$ cat src/rtl/zint_pulser.sv
// zint_pulser: Z80 /INT request generator for the W5300 and SL811 sources.
// Raw interrupt lines are synchronised, edge-detected into sticky pending
// flags (cleared by port writes), and a fixed-width /INT pulse is issued,
// followed by a holdoff, while any enabled source stays pending.
// Optional build macro: ZINT_LEVEL_SRC_EN -- pending flags follow the synced
// source level (set every clk the source is active) instead of its rising edge.
module zint_pulser #(
  parameter int INT_LEN     = 32,
  parameter int HOLD_LEN    = 1024,
  parameter int SYNC_STAGES = 2
) (
  input  logic       clk,
  input  logic       rst,
  input  logic       w5300_int_n,
  input  logic       sl811_intrq,
  input  logic       ena_w5300_int,
  input  logic       ena_sl811_int,
  input  logic       ena_zxbus_int,
  input  logic       clr_stb,
  input  logic [1:0] clr_mask,
  output logic [1:0] pending,
  output logic       internal_int,
  output logic       zint_req
);

  localparam int MAX_LEN = (INT_LEN > HOLD_LEN) ? INT_LEN : HOLD_LEN;
  localparam int CNT_W   = ($clog2(MAX_LEN) > 0) ? $clog2(MAX_LEN) : 1;
  localparam logic [CNT_W-1:0] INT_LAST  = CNT_W'(INT_LEN - 1);
  localparam logic [CNT_W-1:0] HOLD_LAST = CNT_W'(HOLD_LEN - 1);

  typedef enum logic [1:0] {
    IDLE    = 2'd0,
    PULSE   = 2'd1,
    HOLDOFF = 2'd2
  } state_t;

  // Both sources normalised to active-high: bit0 = W5300, bit1 = SL811
  logic [1:0] src;
  logic [1:0] synced;
  logic [1:0] set;

  assign src = {sl811_intrq, ~w5300_int_n};

  genvar gi;
  generate
    for (gi = 0; gi < 2; gi++) begin : g_src
      logic [SYNC_STAGES-1:0] sync_reg;

      // Multi-stage synchroniser for the asynchronous source pin
      always_ff @(posedge clk or posedge rst) begin
        if (rst) begin
          sync_reg <= '0;
        end else begin
          sync_reg <= {sync_reg[SYNC_STAGES-2:0], src[gi]};
        end
      end

      assign synced[gi] = sync_reg[SYNC_STAGES-1];

`ifdef ZINT_LEVEL_SRC_EN
      // Level mode: an active source keeps re-asserting its pending flag
      assign set[gi] = synced[gi];
`else
      logic prev_reg;

      // Previous synced value, used to detect the rising edge
      always_ff @(posedge clk or posedge rst) begin
        if (rst) begin
          prev_reg <= 1'b0;
        end else begin
          prev_reg <= synced[gi];
        end
      end

      assign set[gi] = synced[gi] & ~prev_reg;
`endif
    end
  endgenerate

  logic [1:0] pending_reg;
  logic [1:0] pending_next;

  // Clear selected flags on a strobe; a simultaneous set takes priority
  always_comb begin
    pending_next = (pending_reg & ~({2{clr_stb}} & clr_mask)) | set;
  end

  // Sticky pending flag register
  always_ff @(posedge clk or posedge rst) begin
    if (rst) begin
      pending_reg <= 2'b00;
    end else begin
      pending_reg <= pending_next;
    end
  end

  assign pending      = pending_reg;
  assign internal_int = |(pending_reg & {ena_sl811_int, ena_w5300_int});

  logic int_req;
  assign int_req = internal_int & ena_zxbus_int;

  state_t           state_reg;
  state_t           state_next;
  logic [CNT_W-1:0] cnt_reg;
  logic [CNT_W-1:0] cnt_next;
  logic             zint_req_reg;
  logic             zint_req_next;

  // Pulse / holdoff sequencing; holdoff ignores requests until it expires
  always_comb begin
    state_next    = state_reg;
    cnt_next      = cnt_reg;
    zint_req_next = 1'b0;
    case (state_reg)
      IDLE: begin
        if (int_req) begin
          state_next = PULSE;
          cnt_next   = INT_LAST;
        end
      end
      PULSE: begin
        // Losing the request truncates the pulse but still enforces holdoff
        if (!int_req || (cnt_reg == '0)) begin
          state_next = HOLDOFF;
          cnt_next   = HOLD_LAST;
        end else begin
          cnt_next = cnt_reg - CNT_W'(1);
        end
      end
      HOLDOFF: begin
        if (cnt_reg == '0) begin
          state_next = IDLE;
        end else begin
          cnt_next = cnt_reg - CNT_W'(1);
        end
      end
      default: begin
        state_next = IDLE;
        cnt_next   = '0;
      end
    endcase
    zint_req_next = (state_next == PULSE);
  end

  // FSM state, counter and the registered (glitch-free) /INT request
  always_ff @(posedge clk or posedge rst) begin
    if (rst) begin
      state_reg    <= IDLE;
      cnt_reg      <= '0;
      zint_req_reg <= 1'b0;
    end else begin
      state_reg    <= state_next;
      cnt_reg      <= cnt_next;
      zint_req_reg <= zint_req_next;
    end
  end

  assign zint_req = zint_req_reg;

endmodule

$ cat config.mk
export PLATFORM = sky130hd
export DESIGN_NAME = zint_pulser
export DESIGN_NICKNAME = d
export VERILOG_FILES = /design/src/rtl/zint_pulser.sv
export SDC_FILE = /design/constraint.sdc
export NUM_CORES = 1
export LEC_CHECK = 0
export CAP_MARGIN = 20
export CELL_PAD_IN_SITES_DETAIL_PLACEMENT = 1
export CELL_PAD_IN_SITES_GLOBAL_PLACEMENT = 1
export CORE_MARGIN = 5
export CORE_UTILIZATION = 35
export DETAILED_ROUTE_END_ITERATION = 10
export PLACE_DENSITY_LB_ADDON = 0.08
export SYNTH_ARGS = -nofsm -noshare
export SYNTH_HDL_FRONTEND = slang
export SYNTH_SLANG_ARGS = --single-unit
$ cat constraint.sdc
create_clock -name clk -period 5.4 [get_ports clk]
set_input_delay 0.54 -clock clk [delete_from_list [all_inputs] [get_ports clk]]
set_output_delay 0.54 -clock clk [all_outputs]
set_load 0.005 [all_outputs]
# Word-level counts from Yosys, hierarchy flattened
# Cells that the tools add are included.
# op_classes
n_mux	8
eq_ne	5
reduce_logical	6
addsub	1
n_bitwise	11
# ops
op	n
$mux W10	3
$pmux W10 S3	1
$logic_not A10 Y1	1
$sub A10 B1 Y10 const B	1
$and A2 B2 Y2	3
$mux W2	3
$pmux W2 S3	1
$eq A2 B1 Y1 const B	2
$ne A2 B2 Y1 const B	2
$and A1 B1 Y1	3
$not A1 Y1	3
$eq A2 B2 Y1 const B	1
$logic_not A2 Y1	1
$not A2 Y2	1
$or A2 B2 Y2	1
$reduce_and A2 Y1	1
$reduce_or A2 Y1	1
$logic_not A1 Y1	1
$logic_or A1 B1 Y1	1
# totals
reg_bits	21
wordCells	39
out_inout_bits	4
input_bits	10

# Longest topological paths before layout
# Gate-level depths: netlist of the first run.
# logic_depth
word_depth	8
ltp_mapped	8
ltp_nobuf	6

# Least setup slack after synthesis of the first run
# No wires, ideal clock.
# synth_path
kind	reg-to-reg
startpoint	register cnt_reg[0]
endpoint	register cnt_reg[1]
t_required_ps	5313
arrival_ps	2097
stages_incl_launch_ff	9
period_less_slack_ps	2184
path_slack_ps	3216
setup_ps	87
path_buffers	2
cell_sequence	dfrtp_1 > inv_1 > ha_1 > or4b_1 > buf_2 > or3_1 > buf_2 > a41o_1 > a211oi_2
# synth_via
elab_chain_cells	4
elab_cells_between_ends	8
classes_between	add/sub: 1; eq/ne: 1; mux: 3; reduce/logical: 3
# synth_lines
element	line_no	source
from (decl)	105	logic [CNT_W-1:0] cnt_reg;
from (signal assigned)	154	cnt_reg <= cnt_next;
parallel branches: the longest is 4 deep, another holds $sub A10 B1 Y10	--	
# Several ways; the timed one is not identified. The select of a mux whose other input is x is not followed.
# A chain may end at the register's enable or synchronous reset.

# Worst setup path in the final report of the first run
# layout_path
startpoint	input port ena_w5300_int
endpoint	output port internal_int
# layout_via
elab_chain_cells	2
# layout_lines
element	line_no	source
from (decl)	16	input logic ena_w5300_int,
$and A2 B2 Y2	98	assign internal_int = |(pending_reg & {ena_sl811_int, ena_w5300_int});
$reduce_or A2 Y1	98	
to (decl)	22	output logic internal_int,
# Every way passes these cells.

==> impl_metrics.py, run 1 <==
metrics = {
    "run_status": {
        "outcome": "completed",
    },
    "worst_hold_path": {
        "min_path_cells": 0,
        "hold_path.class": "reg2reg",
        "min_from": "g_src[1].sync_reg[0]",
        "min_to": "g_src[1].sync_reg[1]",
    },
    "final_layout": {
        "drive_gt1_frac": 0.0833,
        "syn_to_final_growth_pct": 15.2,
        "multi_input_area_um2": 602,
        "register_area_um2": 526,
        "fill_cells": 397,
        "antennaDiodeCount": 0,
        "final_util": 0.415,
        "layout.nets": 145,
        "largest_register_ff_count": 10,
    },
    "clocking": {
        "path_clk_slew_ps": 130,
        "cts_root_buffer": "clkbuf_4",
        "ctsHoldBuffers": 0,
        "htreeDepth": 1,
        "cts.sinks": 21,
        "cts.repair.resized": 0,
        "cts_setup_buffers": 0,
        "clockBufferDepth": 2,
        "cts_tree": "yes",
        "clk_latency_ps": 310,
        "cts-buffers-inserted": 3,
    },
    "synthesis": {
        "yosys_warnings": 0,
        "synth_edf_count": 0,
        "synth_commonest_cells": "dfrtp_1, a21oi_1, inv_1",
        "avgSynthCellArea_um2": 9.63,
        "synthTopCellsByArea": "dfrtp_1, a21oi_1, a211oi_1",
        "synthArstFlopShare": 1.00,
        "synth.most_common_cell": "dfrtp_1",
        "synthCells": 124,
        "synth_seq_cells": 21,
        "synth_seq_area_share": 0.440,
        "synth.top_cell.area_share": 0.440,
        "synth_area_um2": 1190,
        "synthesis.nets": 136,
        "yosysTopAreaCell": "dfrtp_1",
        "synth.distinct_cells": 49,
        "ys.flop_type": "dfrtp_1",
    },
    "global_routing": {
        "antenna_found_initial": 0,
        "grt_pass1_vias": 1025,
        "grt_max_degree": 22,
        "grt_overflow": 0,
        "track_usage": 0.154,
        "grt_pass1_wl_um": 5390,
    },
    "timing": {
        "period_needed_ps": 2580,
        "setup-violations-final": 0,
        "min_period_over_period": 0.478,
        "rsz0062_at_grt": "no",
        "tightest_slew_ps": 842,
        "hold_viol": 0,
        "max_freq_mhz": 387,
        "fin_tns_setup_ps": 0,
        "slew_violations": 0,
        "slew_headroom": 0.435,
        "fin_skew_ps": 6.51,
    },
    "routing": {
        "wl_um": 3260,
        "met3WireLength_um": 118,
        "detail-route-antenna-nets": 0,
        "num_vias": 1063,
        "wl_per_cell_um": 18.3,
        "drc": 0,
        "m1WireLength_um": 1610,
        "highest_layer": "met4",
        "drt_iter0_drc": 23,
        "dr.pass1.iters": 4,
        "met2WireLength_um": 1520,
        "viasPerCell": 5.97,
    },
    "critical_path": {
        "worstSetupStartpointType": "primary input",
        "cp.arrival_ps": 2040,
        "rr_worst_depth": 6,
        "critical-path-top-delay-family": "buffers and inverters",
        "reg2reg_from": "cnt_reg[0]",
        "reg2reg_slack_ps": 2820,
        "worstPathCellList": "clkdlybuf4s50_1 > a22o_1 > clkdlybuf4s50_1",
        "crit_buf_inv": 2,
        "cpMostUsedCell": "clkdlybuf4s50_1",
        "path_class": "in2out",
        "reg2reg_to": "cnt_reg[6]",
        "crit_slowest_cell": "clkdlybuf4s50_1",
        "critPathMaxStageDelay_ps": 600,
        "end_kind": "primary output",
        "cp_max_fo": 12,
        "cp.required_ps": 4860,
    },
    "power_and_ir_drop": {
        "power.leakage_nw": 0.541,
        "power_density_nw_per_um2": 198,
        "ir_worst_vdd_uv": 111,
    },
    "job": {
        "drv_cap": 0,
    },
    "floorplan": {
        "dieArea_um2": 4680,
        "core_um2": 3310,
        "die_y_um": 68.4,
        "die_x_um": 68.4,
        "design.portCount": 14,
        "initial_core_util": 0.361,
        "rows": 21,
    },
    "placed_design": {
        "io_buffers": 13,
        "finalWeightedCongestion": 0.843,
        "hpwl_um": 2300,
    },
}
[kinds of logic after synthesis]
group | count (synthesis) | synth area share
AO/OA/AOI/OAI | 47 | 0.305
XOR/XNOR | 2 | 0.0147
adder cells (fa/ha/maj) | 2 | 0.0210
buffers and inverters | 17 | 0.0556
flip-flops | 21 | 0.440
AND/OR/NAND/NOR | 35 | 0.164
[metal layers]
layer	vias to the layer above	track usage
met2	27	0.246
li1	494	-
met1	540	0.219
met5	-	0
met3	2	0.0263
met4	0	0.0298
[through the flow]
stage	hold slack (ps)	instances	worst slack [ps]	power (W)	area [µm²]
detailed placement	337	174	2810	0.000193	1350
floorplan	331	124	3220	0.000177	1190
global route	370	178	2640	0.000285	1380
CTS	369	178	2820	0.000277	1380
global placement	333	174	2820	0.000192	1350
finish	365	178	2820	0.000273	1380
[report_power, final]
part           switching (W)  internal [W]   total, W  leakage (nW)
sequential        0.00000195      0.000161   0.000163         0.254
clock              0.0000554     0.0000282  0.0000837        0.0139
combinational      0.0000129     0.0000131  0.0000260         0.273
total              0.0000703      0.000202   0.000273         0.541
[worst register-to-register path: stages (launching register included)]
cell     delay [ps]
dfrtp_1         500
inv_1           130
ha_1            170
or4b_1          610
nor3_2          540
o21ai_1         220
a221o_1         320
[layout make-up]
class | instances | share of cell area
clock buffer | 3 | 0.0164
clock inverter | 1 | 0.00546
inverter | 8 | 0.0218
multi-input combinational | 86 | 0.438
sequential | 21 | 0.382
tap | 46 | 0.0419
timing repair buffer | 13 | 0.0946
[cell usage in the layout, fill, tap and decap left out, types with 3 or more instances in the layout]
| cell | netlist | final |
|---|---|---|
| dfrtp_1 | 21 | 21 |
| clkdlybuf4s50_1 | 0 | 13 |
| a21oi_1 | 8 | 8 |
| inv_1 | 8 | 8 |
| nand2_1 | 6 | 6 |
| a211oi_1 | 5 | 5 |
| nor3_1 | 5 | 5 |
| nor2_1 | 4 | 4 |
| a31oi_1 | 3 | 3 |
| and3_1 | 3 | 3 |
| nand3_1 | 3 | 3 |
| clkbuf_4 | 0 | 3 |
[how the worst max path moves through the flow]
stage / from / to / slack, ps / depth (start not counted)
2_1_floorplan: cnt_reg[0] / cnt_reg[1] / 3220 / 8
3_3_place_gp: ena_w5300_int / cnt_reg[2] / 2820 / 5
3_5_place_dp: ena_w5300_int / cnt_reg[4] / 2810 / 5
4_1_cts: ena_sl811_int / internal_int / 2820 / 3
5_1_grt: cnt_reg[0] / cnt_reg[6] / 2640 / 6
6_report: ena_w5300_int / internal_int / 2820 / 3
No activity file was read; power rests on OpenSTA's default activity.
==> inputs of run 2 (changes only) <==
==> constraint.sdc (replaced) <==
create_clock -name clk -period 2.6 [get_ports clk]
set_input_delay 0.26 -clock clk [delete_from_list [all_inputs] [get_ports clk]]
set_output_delay 0.26 -clock clk [all_outputs]
set_load 0.005 [all_outputs]
==> run 2 against run 1 <==
  * Core utilization up 0.91 points
  * Sequential share of layout area down 0.82 points
  * First-iteration DRC count up 100%
  * Sequential power up 110%
  * Largest cell class unchanged
==> impl_metrics.py, run 2 (same netlist as run 1, synthesis figures left out) <==
metrics = {
    "run_status": {
        "outcome": "completed",
    },
    "routing": {
        "wl_um": 3330,
        "drt_iter0_drc": 47,
        "m1WireLength_um": 1570,
        "num_vias": 1058,
        "detail-route-antenna-nets": 0,
        "wl_per_cell_um": 18.3,
        "viasPerCell": 5.81,
        "drc": 0,
        "dr.pass1.iters": 4,
        "highest_layer": "met4",
        "met2WireLength_um": 1600,
        "met3WireLength_um": 120,
    },
    "final_layout": {
        "syn_to_final_growth_pct": 17.7,
        "mostFrequentLayoutCell": "dfrtp_1",
        "final_cells": 182,
        "finish.instance_area_um2": 1410,
        "final_util": 0.424,
        "layout.nets": 149,
        "drive_gt1_frac": 0.110,
        "final_cell_mix": "dfrtp_1, clkdlybuf4s50_1, a21oi_1, inv_1, nand2_1",
        "largest_register_ff_count": 10,
        "fill_cells": 403,
        "antennaDiodeCount": 0,
    },
    "timing": {
        "layout_setup_ws_ps": 343,
        "fin_skew_ps": 2.66,
        "period_needed_ps": 2260,
        "slew_violations": 0,
        "min_period_over_period": 0.868,
        "rsz0062_at_grt": "no",
        "fin_tns_setup_ps": 0,
        "hold_viol": 0,
        "tightest_slew_ps": 848,
        "max_freq_mhz": 443,
        "setup-violations-final": 0,
        "slew_headroom": 0.434,
    },
    "placed_design": {
        "place_ws_ps": 386,
        "io_buffers": 13,
        "hpwl_um": 2400,
        "post_dp_cell_area_um2": 1380,
        "finalWeightedCongestion": 0.785,
        "placedCellCount": 178,
    },
    "clocking": {
        "cts_root_buffer": "clkbuf_4",
        "ctsHoldBuffers": 0,
        "cts_tree": "yes",
        "cts.repair.resized": 0,
        "cts_setup_buffers": 0,
        "clockBufferDepth": 2,
        "path_clk_slew_ps": 130,
        "cts-buffers-inserted": 3,
        "cts.sinks": 21,
        "htreeDepth": 1,
        "clk_latency_ps": 320,
    },
    "critical_path": {
        "cp.arrival_ps": 2510,
        "cp.required_ps": 2850,
        "critPathMaxStageDelay_ps": 480,
        "cp_max_fo": 8,
        "worstSetupStartpointType": "flop",
        "crit_slowest_cell": "dfrtp_1",
        "path_class": "reg2reg",
        "worstPathCellList": "inv_1 > ha_1 > or4b_1 > or3_1 > a32o_1 > a211oi_2",
        "end_kind": "flop",
    },
    "global_routing": {
        "antenna_found_initial": 0,
        "grt_max_degree": 22,
        "track_usage": 0.160,
        "grt_overflow": 0,
        "grt_pass1_vias": 1167,
        "grt_pass1_wl_um": 5550,
    },
    "floorplan": {
        "dieArea_um2": 4680,
        "rows": 21,
        "initial_core_util": 0.361,
        "die_y_um": 68.4,
        "die_x_um": 68.4,
        "core_um2": 3310,
        "design.portCount": 14,
    },
    "worst_hold_path": {
        "hold_path.class": "in2reg",
    },
    "power_and_ir_drop": {
        "power.leakage_nw": 0.562,
        "ir_worst_vdd_uv": 207,
        "power_density_nw_per_um2": 405,
    },
    "job": {
        "drv_cap": 0,
    },
}
## run 2: changes by cell type in the layout (fill, tap and decap cells not counted)
cell and change:
buf_4 +4
## run 2: cell type report
type	count	area (µm²)	area share
Clock buffer	3	22.5	0.0160
Clock inverter	1	7.51	0.00534
Inverter	8	30.0	0.0214
Multi-Input combinational cell	86	602	0.428
Sequential cell	21	526	0.374
Tap cell	46	57.6	0.0410
Timing Repair Buffer	17	160	0.114
## run 2: worst paths after layout
kind	from	end	slack, ps	depth (start not counted)
max	cnt_reg[0]	cnt_reg[1]	340	6
min	sl811_intrq	g_src[1].sync_reg[0]	360	1
max reg2reg	cnt_reg[0]	cnt_reg[1]	340	6
min reg2reg	g_src[1].sync_reg[0]	g_src[1].sync_reg[1]	370	0
max in group asynchronous	rst	pending[0]	1680	2
min in group asynchronous	rst	cnt_reg[0]	400	2
## run 2: worst max-delay path, delay by kind of cell, from the launching register on
kind | cells | cell delay (ps)
and+or+nand+nor | 2 | 930
AOI/OAI and AO/OA | 2 | 500
DFF | 1 | 480
adders and majority gates | 1 | 160
buffers and inverters | 1 | 120
## run 2: report_power, final
| group | total, W | switching, W | internal [W] |
|---|---|---|---|
| Combinational | 0.0000545 | 0.0000274 | 0.0000272 |
| Clock | 0.000175 | 0.000116 | 0.0000589 |
| Sequential | 0.000339 | 0.00000425 | 0.000335 |
## run 2: stage by stage
stage	hold WS [ps]	power, W
2_1_floorplan	237	0.000367
3_3_place_gp	332	0.000399
3_5_place_dp	340	0.000401
4_1_cts	353	0.000576
5_1_grt	339	0.000599
6_report	361	0.000569
## run 2: layer usage
layer  up-vias  track usage
li1        500            -
met1       533        0.204
met2        21        0.269
met3         4       0.0279
met4         0       0.0546
met5         -            0
